<file path="src/rtl/temperature_scan_ctrl_if.sv">
`default_nettype none
// ============================================================================
// Module   : temperature_scan_ctrl_if
// Brief    : Request/result bundle between a scan requester and the
//            temperature scan controller.
// Revision : 1.0 - initial release
// ============================================================================
interface temperature_scan_ctrl_if #(
  parameter int NR_SENSORS = 200
);
  logic                      start_i;
  logic [8*NR_SENSORS-1:0]   sensors_data_i;
  logic [NR_SENSORS-1:0]     sensors_en_i;
  logic                      busy_o;
  logic                      valid_o;
  logic [7:0]                avg_o;
  logic [7:0]                active_cnt_o;
  logic                      alert_o;

  modport master (
    output start_i, sensors_data_i, sensors_en_i,
    input  busy_o, valid_o, avg_o, active_cnt_o, alert_o
  );

  modport slave (
    input  start_i, sensors_data_i, sensors_en_i,
    output busy_o, valid_o, avg_o, active_cnt_o, alert_o
  );
endinterface
`default_nettype wire

</file>
<file path="src/rtl/temperature_scan_ctrl.sv">
`default_nettype none
// ============================================================================
// Module   : temperature_scan_ctrl
// Brief    : Snapshots all sensors, accumulates enabled readings one per clock,
//            then a 16-step restoring divide yields a rounded average + alert.
// Revision : 1.0 - initial release
// ============================================================================
module temperature_scan_ctrl #(
  parameter int NR_SENSORS = 200,
  parameter int TEMP_MIN   = 19,
  parameter int TEMP_MAX   = 26
) (
  input  wire logic                clk_i,
  input  wire logic                rst_n_i,
  temperature_scan_ctrl_if.slave   bus
);

  localparam int                 c_idx_w    = (NR_SENSORS > 1) ? $clog2(NR_SENSORS) : 1;
  localparam logic [c_idx_w-1:0] c_last_idx = c_idx_w'(NR_SENSORS - 1);

  typedef enum logic [1:0] {
    S_IDLE   = 2'd0,
    S_SCAN   = 2'd1,
    S_DIVIDE = 2'd2,
    S_DONE   = 2'd3
  } state_t;

  state_t               r_state;
  state_t               w_state_nxt;
  logic                 w_busy;
  logic                 w_valid;

  logic [7:0]           r_snap_data [NR_SENSORS];
  logic [NR_SENSORS-1:0] r_snap_en;
  logic [c_idx_w-1:0]   r_idx;
  // Accumulator while scanning; reused as the dividend/quotient shifter.
  logic [15:0]          r_sum;
  logic [7:0]           r_cnt;
  logic [8:0]           r_rem;
  logic [3:0]           r_div_iter;
  logic [7:0]           r_avg;
  logic [7:0]           r_active_cnt;
  logic                 r_alert;

  logic                 w_accept;
  logic                 w_last_idx;
  logic                 w_last_iter;
  logic [9:0]           w_rem_shift;
  logic [9:0]           w_rem_diff;
  logic                 w_q_bit;
  logic [9:0]           w_rem_nxt;
  logic [15:0]          w_quo_nxt;
  logic                 w_round_up;
  logic [15:0]          w_avg_full;
  logic                 w_alert_calc;

  assign w_accept    = (r_state == S_IDLE) && bus.start_i;
  assign w_last_idx  = (r_idx == c_last_idx);
  assign w_last_iter = (r_div_iter == 4'd15);

  // One restoring step: shift the next dividend bit into the remainder.
  assign w_rem_shift = {r_rem, r_sum[15]};
  assign w_rem_diff  = w_rem_shift - {2'b00, r_cnt};
  assign w_q_bit     = (w_rem_shift >= {2'b00, r_cnt});
  assign w_rem_nxt   = w_q_bit ? w_rem_diff : w_rem_shift;
  assign w_quo_nxt   = {r_sum[14:0], w_q_bit};

  // Round half up: add one when twice the final remainder reaches the divisor.
  assign w_round_up   = ({w_rem_nxt, 1'b0} >= {3'b000, r_cnt});
  assign w_avg_full   = w_quo_nxt + {15'd0, w_round_up};
  assign w_alert_calc = (w_avg_full < 16'(TEMP_MIN)) || (w_avg_full > 16'(TEMP_MAX));

  generate
    for (genvar gi = 0; gi < NR_SENSORS; gi++) begin : g_snap
      always_ff @(posedge clk_i) begin
        if (w_accept) begin
          r_snap_data[gi] <= bus.sensors_data_i[8*gi +: 8];
        end
      end
    end
  endgenerate

  always_ff @(posedge clk_i) begin
    if (w_accept) begin
      r_snap_en <= bus.sensors_en_i;
    end
  end

  always_ff @(posedge clk_i or negedge rst_n_i) begin
    if (!rst_n_i) begin
      r_state <= S_IDLE;
    end else begin
      r_state <= w_state_nxt;
    end
  end

  always_comb begin
    w_state_nxt = r_state;
    w_busy      = 1'b0;
    w_valid     = 1'b0;
    case (r_state)
      S_IDLE: begin
        if (bus.start_i) begin
          w_state_nxt = S_SCAN;
        end
      end
      S_SCAN: begin
        w_busy = 1'b1;
        if (w_last_idx) begin
          w_state_nxt = S_DIVIDE;
        end
      end
      S_DIVIDE: begin
        w_busy = 1'b1;
        if (w_last_iter) begin
          w_state_nxt = S_DONE;
        end
      end
      S_DONE: begin
        w_valid     = 1'b1;
        w_state_nxt = S_IDLE;
      end
      default: begin
        w_state_nxt = S_IDLE;
      end
    endcase
  end

  always_ff @(posedge clk_i or negedge rst_n_i) begin
    if (!rst_n_i) begin
      r_idx        <= '0;
      r_sum        <= '0;
      r_cnt        <= '0;
      r_rem        <= '0;
      r_div_iter   <= '0;
      r_avg        <= '0;
      r_active_cnt <= '0;
      r_alert      <= 1'b0;
    end else begin
      case (r_state)
        S_IDLE: begin
          if (bus.start_i) begin
            r_idx      <= '0;
            r_sum      <= '0;
            r_cnt      <= '0;
            r_rem      <= '0;
            r_div_iter <= '0;
          end
        end
        S_SCAN: begin
          if (r_snap_en[r_idx]) begin
            r_sum <= r_sum + {8'd0, r_snap_data[r_idx]};
            r_cnt <= r_cnt + 8'd1;
          end
          r_idx <= w_last_idx ? '0 : r_idx + 1'b1;
        end
        S_DIVIDE: begin
          r_sum      <= w_quo_nxt;
          r_rem      <= w_rem_nxt[8:0];
          r_div_iter <= r_div_iter + 4'd1;
          if (w_last_iter) begin
            r_active_cnt <= r_cnt;
            // With no active sensor the quotient is meaningless.
            if (r_cnt == 8'd0) begin
              r_avg   <= 8'd0;
              r_alert <= 1'b1;
            end else begin
              r_avg   <= w_avg_full[7:0];
              r_alert <= w_alert_calc;
            end
          end
        end
        default: begin
        end
      endcase
    end
  end

  assign bus.busy_o       = w_busy;
  assign bus.valid_o      = w_valid;
  assign bus.avg_o        = r_avg;
  assign bus.active_cnt_o = r_active_cnt;
  assign bus.alert_o      = r_alert;

endmodule
`default_nettype wire
</file>
<file path="src/flat_wrapper.sv">
// flat-port wrapper written by rule: the top's interface ports become plain ports
module temperature_scan_ctrl_flat 
#(
  parameter int NR_SENSORS = 200,
  parameter int TEMP_MIN   = 19,
  parameter int TEMP_MAX   = 26
)
  (clk_i, rst_n_i, bus_start_i, bus_sensors_data_i, bus_sensors_en_i, bus_busy_o, bus_valid_o, bus_avg_o, bus_active_cnt_o, bus_alert_o);
  temperature_scan_ctrl_if #(.NR_SENSORS(NR_SENSORS)) bus_i ();
  input  wire logic clk_i;
  input  wire logic rst_n_i;
  input wire logic [$bits(bus_i.start_i)-1:0] bus_start_i;
  input wire logic [$bits(bus_i.sensors_data_i)-1:0] bus_sensors_data_i;
  input wire logic [$bits(bus_i.sensors_en_i)-1:0] bus_sensors_en_i;
  output wire logic [$bits(bus_i.busy_o)-1:0] bus_busy_o;
  output wire logic [$bits(bus_i.valid_o)-1:0] bus_valid_o;
  output wire logic [$bits(bus_i.avg_o)-1:0] bus_avg_o;
  output wire logic [$bits(bus_i.active_cnt_o)-1:0] bus_active_cnt_o;
  output wire logic [$bits(bus_i.alert_o)-1:0] bus_alert_o;
  assign bus_i.start_i = bus_start_i;
  assign bus_i.sensors_data_i = bus_sensors_data_i;
  assign bus_i.sensors_en_i = bus_sensors_en_i;
  assign bus_busy_o = bus_i.busy_o;
  assign bus_valid_o = bus_i.valid_o;
  assign bus_avg_o = bus_i.avg_o;
  assign bus_active_cnt_o = bus_i.active_cnt_o;
  assign bus_alert_o = bus_i.alert_o;
  temperature_scan_ctrl #(.NR_SENSORS(NR_SENSORS), .TEMP_MIN(TEMP_MIN), .TEMP_MAX(TEMP_MAX)) u_core (.clk_i(clk_i), .rst_n_i(rst_n_i), .bus(bus_i));
endmodule
</file>
<file path="config.mk">
export PLATFORM = sky130hd
export DESIGN_NAME = temperature_scan_ctrl_flat
export DESIGN_NICKNAME = d
export VERILOG_FILES = /design/src/rtl/temperature_scan_ctrl_if.sv /design/src/rtl/temperature_scan_ctrl.sv /design/src/flat_wrapper.sv
export SDC_FILE = /design/constraint.sdc
export NUM_CORES = 2
export LEC_CHECK = 0
export BUFFER_PORTS_ARGS = -buffer_cell sky130_fd_sc_hd__buf_2
export CAP_MARGIN = 10
export CORE_AREA = 2 2 713 715
export CTS_CLUSTER_DIAMETER = 60
export DETAILED_ROUTE_END_ITERATION = 7
export DIE_AREA = 0 0 715 717
export GPL_TIMING_DRIVEN = 0
export REMOVE_ABC_BUFFERS = 1
export SETUP_SLACK_MARGIN = 0.4
export SLEW_MARGIN = 10
export SYNTH_ARGS = -nofsm -noshare
export SYNTH_HDL_FRONTEND = slang
export SYNTH_SLANG_ARGS = --single-unit
</file>
<file path="constraint.sdc">
create_clock -name clk_i -period 51.4 [get_ports clk_i]
set_clock_uncertainty 0.1 [all_clocks]
set_input_delay 5.14 -clock clk_i [delete_from_list [all_inputs] [get_ports clk_i]]
set_output_delay 5.14 -clock clk_i [all_outputs]
set_load 0.01 [all_outputs]
</file>
Word level (Yosys, flattened, before mapping)
Memories as Yosys holds them, arrays and structs flattened. Index checks and enable logic that the tools add are counted.

Register bits after elaboration: 264. Memory bits (writable): 1600. Input bits: 1803. Output and inout port bits: 19. Logic and storage cells: 70. Memories: 1.

$add $sub $neg: 6. Order comparisons: 5. Eq/ne operators: 9. Mux-type cells: 25. Reductions and logical operators: 14.

Memories: u_core.r_snap_data (depth 200, bits a word 8, rd ports 1, clocked after memory_dff 0, wr ports 200, RTL line temperature_scan_ctrl.sv:33) `logic [7:0] r_snap_data [NR_SENSORS];`.

Operators with widths (number): case mux 16 bit (3 select lines) (1); two-way mux 16 bit (2); two-way mux 8 bit (4); case mux 8 bit (2 select lines) (2); case mux 9 bit (2 select lines) (1); adder 16 x 1 -> 16 bit (1); adder 16 x 8 -> 16 bit (1); adder 8 x 1 -> 8 bit, second input constant (2); > comparator 16 x 5 -> 1 bit, second input constant (1); less-than comparator 16 x 5 -> 1 bit, second input constant (1); >= comparator 11 x 8 -> 1 bit (1); >= comparator 10 x 8 -> 1 bit (1); two-way mux 10 bit (1); subtractor 10 x 8 -> 10 bit (1); less-than comparator 8 x 9 -> 1 bit, second input constant (1); two-way mux 9 bit (1); AND reduction 3 bit (3); binary-select mux 1 bit (select 8 bit) (1); == test 8 bit, second input constant (1); zero test 8 bit (1); case mux 2 bit (4 select lines) (1); case mux 4 bit (2 select lines) (1); two-way mux 1 bit (6); two-way mux 2 bit (3); other kinds (14) (20).

Longest topological paths before layout
Word-level depth: 7. Mapped depth: 30. Mapped depth without buffers: 29.

Worst setup path before layout
OpenSTA, ideal clock, no wires.

Kind: input-to-reg. Start point: in bus_start_i. End point: reg u_core.r_cnt[2]. Library setup time: 0.121 ns. Data arrival time: 53.000 ns. Required time: 51.179 ns. Slack: -1.821 ns. Stages on the path: 5. Path buffers: 1. Path through: and2_1 a21oi_1 nand3b_1 buf_2 a22o_1.

Cells in the longest elaborated chain, start to end: 2.

RTL lines: start, declared (RTL line flat_wrapper.sv:12) `input wire logic [$bits(bus_i.start_i)-1:0] bus_start_i;`; inequality test 2 bit (no line); AND reduction 3 bit (no line); end signal, assigned (RTL line temperature_scan_ctrl.sv:153) `r_cnt <= r_cnt + 8'd1;`; end, declared (RTL line temperature_scan_ctrl.sv:38) `logic [7:0] r_cnt;`.

No other way between the ends. A chain may end at the register's enable or synchronous reset.

==> metrics <==
CP startpoint bus_start_i; Post-Layout Cell Count 12215; cts hold-fix bufs 0; Worst R2R Setup Slack 43700 ps; final setup fails 0; cell depth of the worst setup path 11; CP peak stage delay 470 ps; register area share after synthesis 76.6%; antenna viol nets, final 1; Num CTS Buffers 224; # nets final 7013; crit path max fanout 64; CORE AREA 505000 um^2; Worst-path clk slew 50 ps; H-tree Lvls 4; # placed instances 11653; worst hold path type register to register; Data arrival, critical path 9050 ps; Wirelength per Cell 22.0 um; CP Cell Sequence buf_2 > and2_4 > buf_12 > buf_16 > buf_16 > buf_16 > buf_16 > buf_16 > buf_16 > buf_16 > buf_16; Site Rows 261; GRT busiest layer met2; total of max-cap violations 0; via count 41045; detailed-router iteration count before antenna repair 8; Worst Reg-to-Reg Cells 21; Initial Utilization 14.4%; RSZ-0062 raised after global routing no; async set or reset register ratio after synthesis 3.43%; Vias/cell 3.36; Root Buffer clkbuf_16; clk sink count 1864; library cells used by synthesis 57; failing checks antenna violations; gr ovfl total 0; min Tclk post-route 8620 ps; Worst Setup Path Type input pin to register; Slew HR 22.4%; required time of the critical path 51830 ps; Design Power 3.32 mW; Pleak 33.3 nW; Cells after Synth 3209; Die H 717 um; synthesized area per cell 22.6 um^2; CP most frequent cell buf_16; final worst setup slack 42780 ps; Die Width 715 um; number of synthesized flops with an enable pin 1800; antenna violations before repair 129; Residual DRC 0; DIE AREA 513000 um^2; DP HPWL 212 mm; Max Clk Rate 116 MHz; cell family with most CP delay buffers and inverters; CTS tree yes; Top-Level Pins 1822; largest net degree at the start of global routing 69; post-CTS setup buffer count 0; GPL Wtd Cong 0.775; pre-CTS setup slack 41950 ps; #FFs+latches synth 1864; Crit path buffers/inverters 10; pwr dens 33.4 nW/um^2; P&R area growth vs syn 36.7%; met2 GRT Util 17.8%; grt met3 use 2.50%; global-route wire length before repair 349 mm; Final Max Slew Viols 0; Worst Tran Pin Value 1160 ps; synth warn 0; reg2reg start u_core.r_idx[1]; slowest stage cell, crit path and2_4; Total GRT Usage 9.88%; Crit Reg-Reg Endpoint u_core.r_sum[12]; clock buffer depth 4; Most used DFF post-synth edfxtp_1; Mapped Area 72600 um^2; Skew-Pair Late Insertion Delay 890 ps; post-cts sizing count 0; share of cells above drive strength 1 52.3%; status complete, but fails checks; DR iter-0 viols 3593; Critical Path Sink u_core.r_snap_data[0][3]; number of global-route vias before repair 42745; M1 GR Usage 11.4%; port bufs 1821; Worst setup SP type input pin; WL final 269 mm; fin crit share 16.8%; Worst setup EP type register; Max VDD drop 0.0329 mV; Hold Fails Final Rpt 0; Final Util 19.7%
[stage by stage]
stage | cell area, um^2 | hold WS, ps | TNS, ps
floorplan | 71700 | 375 | -23390
global placement | 89200 | 360 | -
detailed placement | 91500 | 368 | 0
CTS | 98800 | 381 | 0
global route | 99000 | 401 | 0
finish | 99300 | 373 | 0
[area by class of cell]
cell class              count  area, um^2
flip-flops and latches   1864       55700
multi-input cells        1151       16100
inverters                  25        93.8
diodes                    156         390
fillers                 53566      405000
clock buffers             266        5780
well taps                6706        8390
repair buffers           1908       11300
clock inverters           139        1570
[Yosys cell counts, drive strengths merged, types with 8 or more instances]
| cell | instances | share of area, % |
|---|---|---|
| edfxtp | 1800 | 74 |
| mux4 | 536 | 17 |
| nand2 | 101 | 0.52 |
| o21ai | 92 | 0.63 |
| buf | 85 | 0.79 |
| clkbuf | 84 | 0.43 |
| dfrtp | 64 | 2.2 |
| a22oi | 56 | 0.58 |
| a21oi | 53 | 0.37 |
| nand3 | 35 | 0.24 |
| ha | 34 | 0.59 |
| nor2 | 33 | 0.17 |
| mux2i | 32 | 0.44 |
| inv | 25 | 0.13 |
| nor2b | 19 | 0.16 |
| nor3 | 15 | 0.10 |
| nand4 | 12 | 0.10 |
| xnor2 | 12 | 0.14 |
| a22o | 11 | 0.13 |
| nand2b | 11 | 0.095 |
| a211oi | 9 | 0.093 |
| a32o | 9 | 0.12 |
| o31ai | 8 | 0.083 |
[layer usage]
metal | vias to the layer above | wire, um
met4 | 38 | 9090
met2 | 1869 | 139000
li1 | 17832 | -
met3 | 413 | 21200
met1 | 20893 | 98900
met5 | - | 249
[worst register-to-register path: stages (launching register included)]
cell and delay [ps]:
dfrtp_4 700, buf_16 280, buf_16 330, buf_16 350, buf_16 420, buf_16 390, mux4_2 610, mux4_2 520
a21oi_1 510, nand3_1 340, nand3_1 300, o21ai_1 390, ha_1 400, fa_1 460, a211oi_1 270, nor2_1 80
o21ai_0 290, a211oi_1 250, nand3_1 150, xor2_1 140, o21ai_0 80, mux2_2 270
[flip-flops by register name (all words and copies together), names as in the netlist]
name / flops
u_core.r_snap_en: 200
u_core.r_cnt: 8
u_core.r_div_iter: 4
u_core.bus.alert_o: 1
u_core.bus.avg_o: 8
u_core.r_state: 2
u_core.bus.active_cnt_o: 8
u_core.r_idx: 8
u_core.r_sum: 16
u_core.r_rem: 9
u_core.r_snap_data: 1600
[worst min path at each step]
stage | cells past startpoint | end | slack [ps] | from
3_3_place_gp | 2 | u_core.bus.active_cnt_o[0] | 360 | u_core.bus.active_cnt_o[0]
2_1_floorplan | 2 | u_core.r_cnt[1] | 380 | u_core.r_cnt[1]
3_5_place_dp | 1 | u_core.bus.avg_o[4] | 370 | u_core.bus.avg_o[4]
5_1_grt | 2 | u_core.bus.active_cnt_o[4] | 400 | u_core.bus.active_cnt_o[4]
4_1_cts | 1 | u_core.bus.avg_o[4] | 380 | u_core.bus.avg_o[4]
6_report | 2 | u_core.bus.active_cnt_o[4] | 370 | u_core.bus.active_cnt_o[4]
[where the power goes]
group / leakage, nW / switching [mW] / internal (mW)
registers: 17.0 / 0.0000586 / 1.66
clock network: 3.57 / 0.680 / 0.903
logic: 12.7 / 0.0238 / 0.0473
[placed cells by master, fill, tap and decap left out, drive strengths merged, types with 12 or more instances in the layout]
| master | instances |
|---|---|
| bufinv | 17 |
| ha | 34 |
| a21oi | 53 |
| clkbuf | 266 |
| o21ai | 92 |
| inv | 51 |
| nand3 | 35 |
| dfrtp | 64 |
| a22oi | 56 |
| nand4 | 12 |
| nor2b | 19 |
| nor2 | 33 |
| diode | 156 |
| clkinv | 88 |
| mux4 | 536 |
| xnor2 | 12 |
| nand2 | 101 |
| mux2i | 32 |
| edfxtp | 1800 |
| nor3 | 15 |
| buf | 1908 |
[logic make-up (layout without fill, tap and decap cells)]
logic type | Yosys count | in the layout | synth area share (%)
fa+ha+maj | 36 | 36 | 0.641
other cells | 0 | 156 | 0
flops | 1864 | 1864 | 76.6
simple gates | 256 | 256 | 1.69
mux | 571 | 571 | 17.1
compound gates | 270 | 270 | 2.36
buf+inv | 194 | 2338 | 1.35
xor+xnor | 18 | 18 | 0.217
Power figures use the tool's default switching activity.
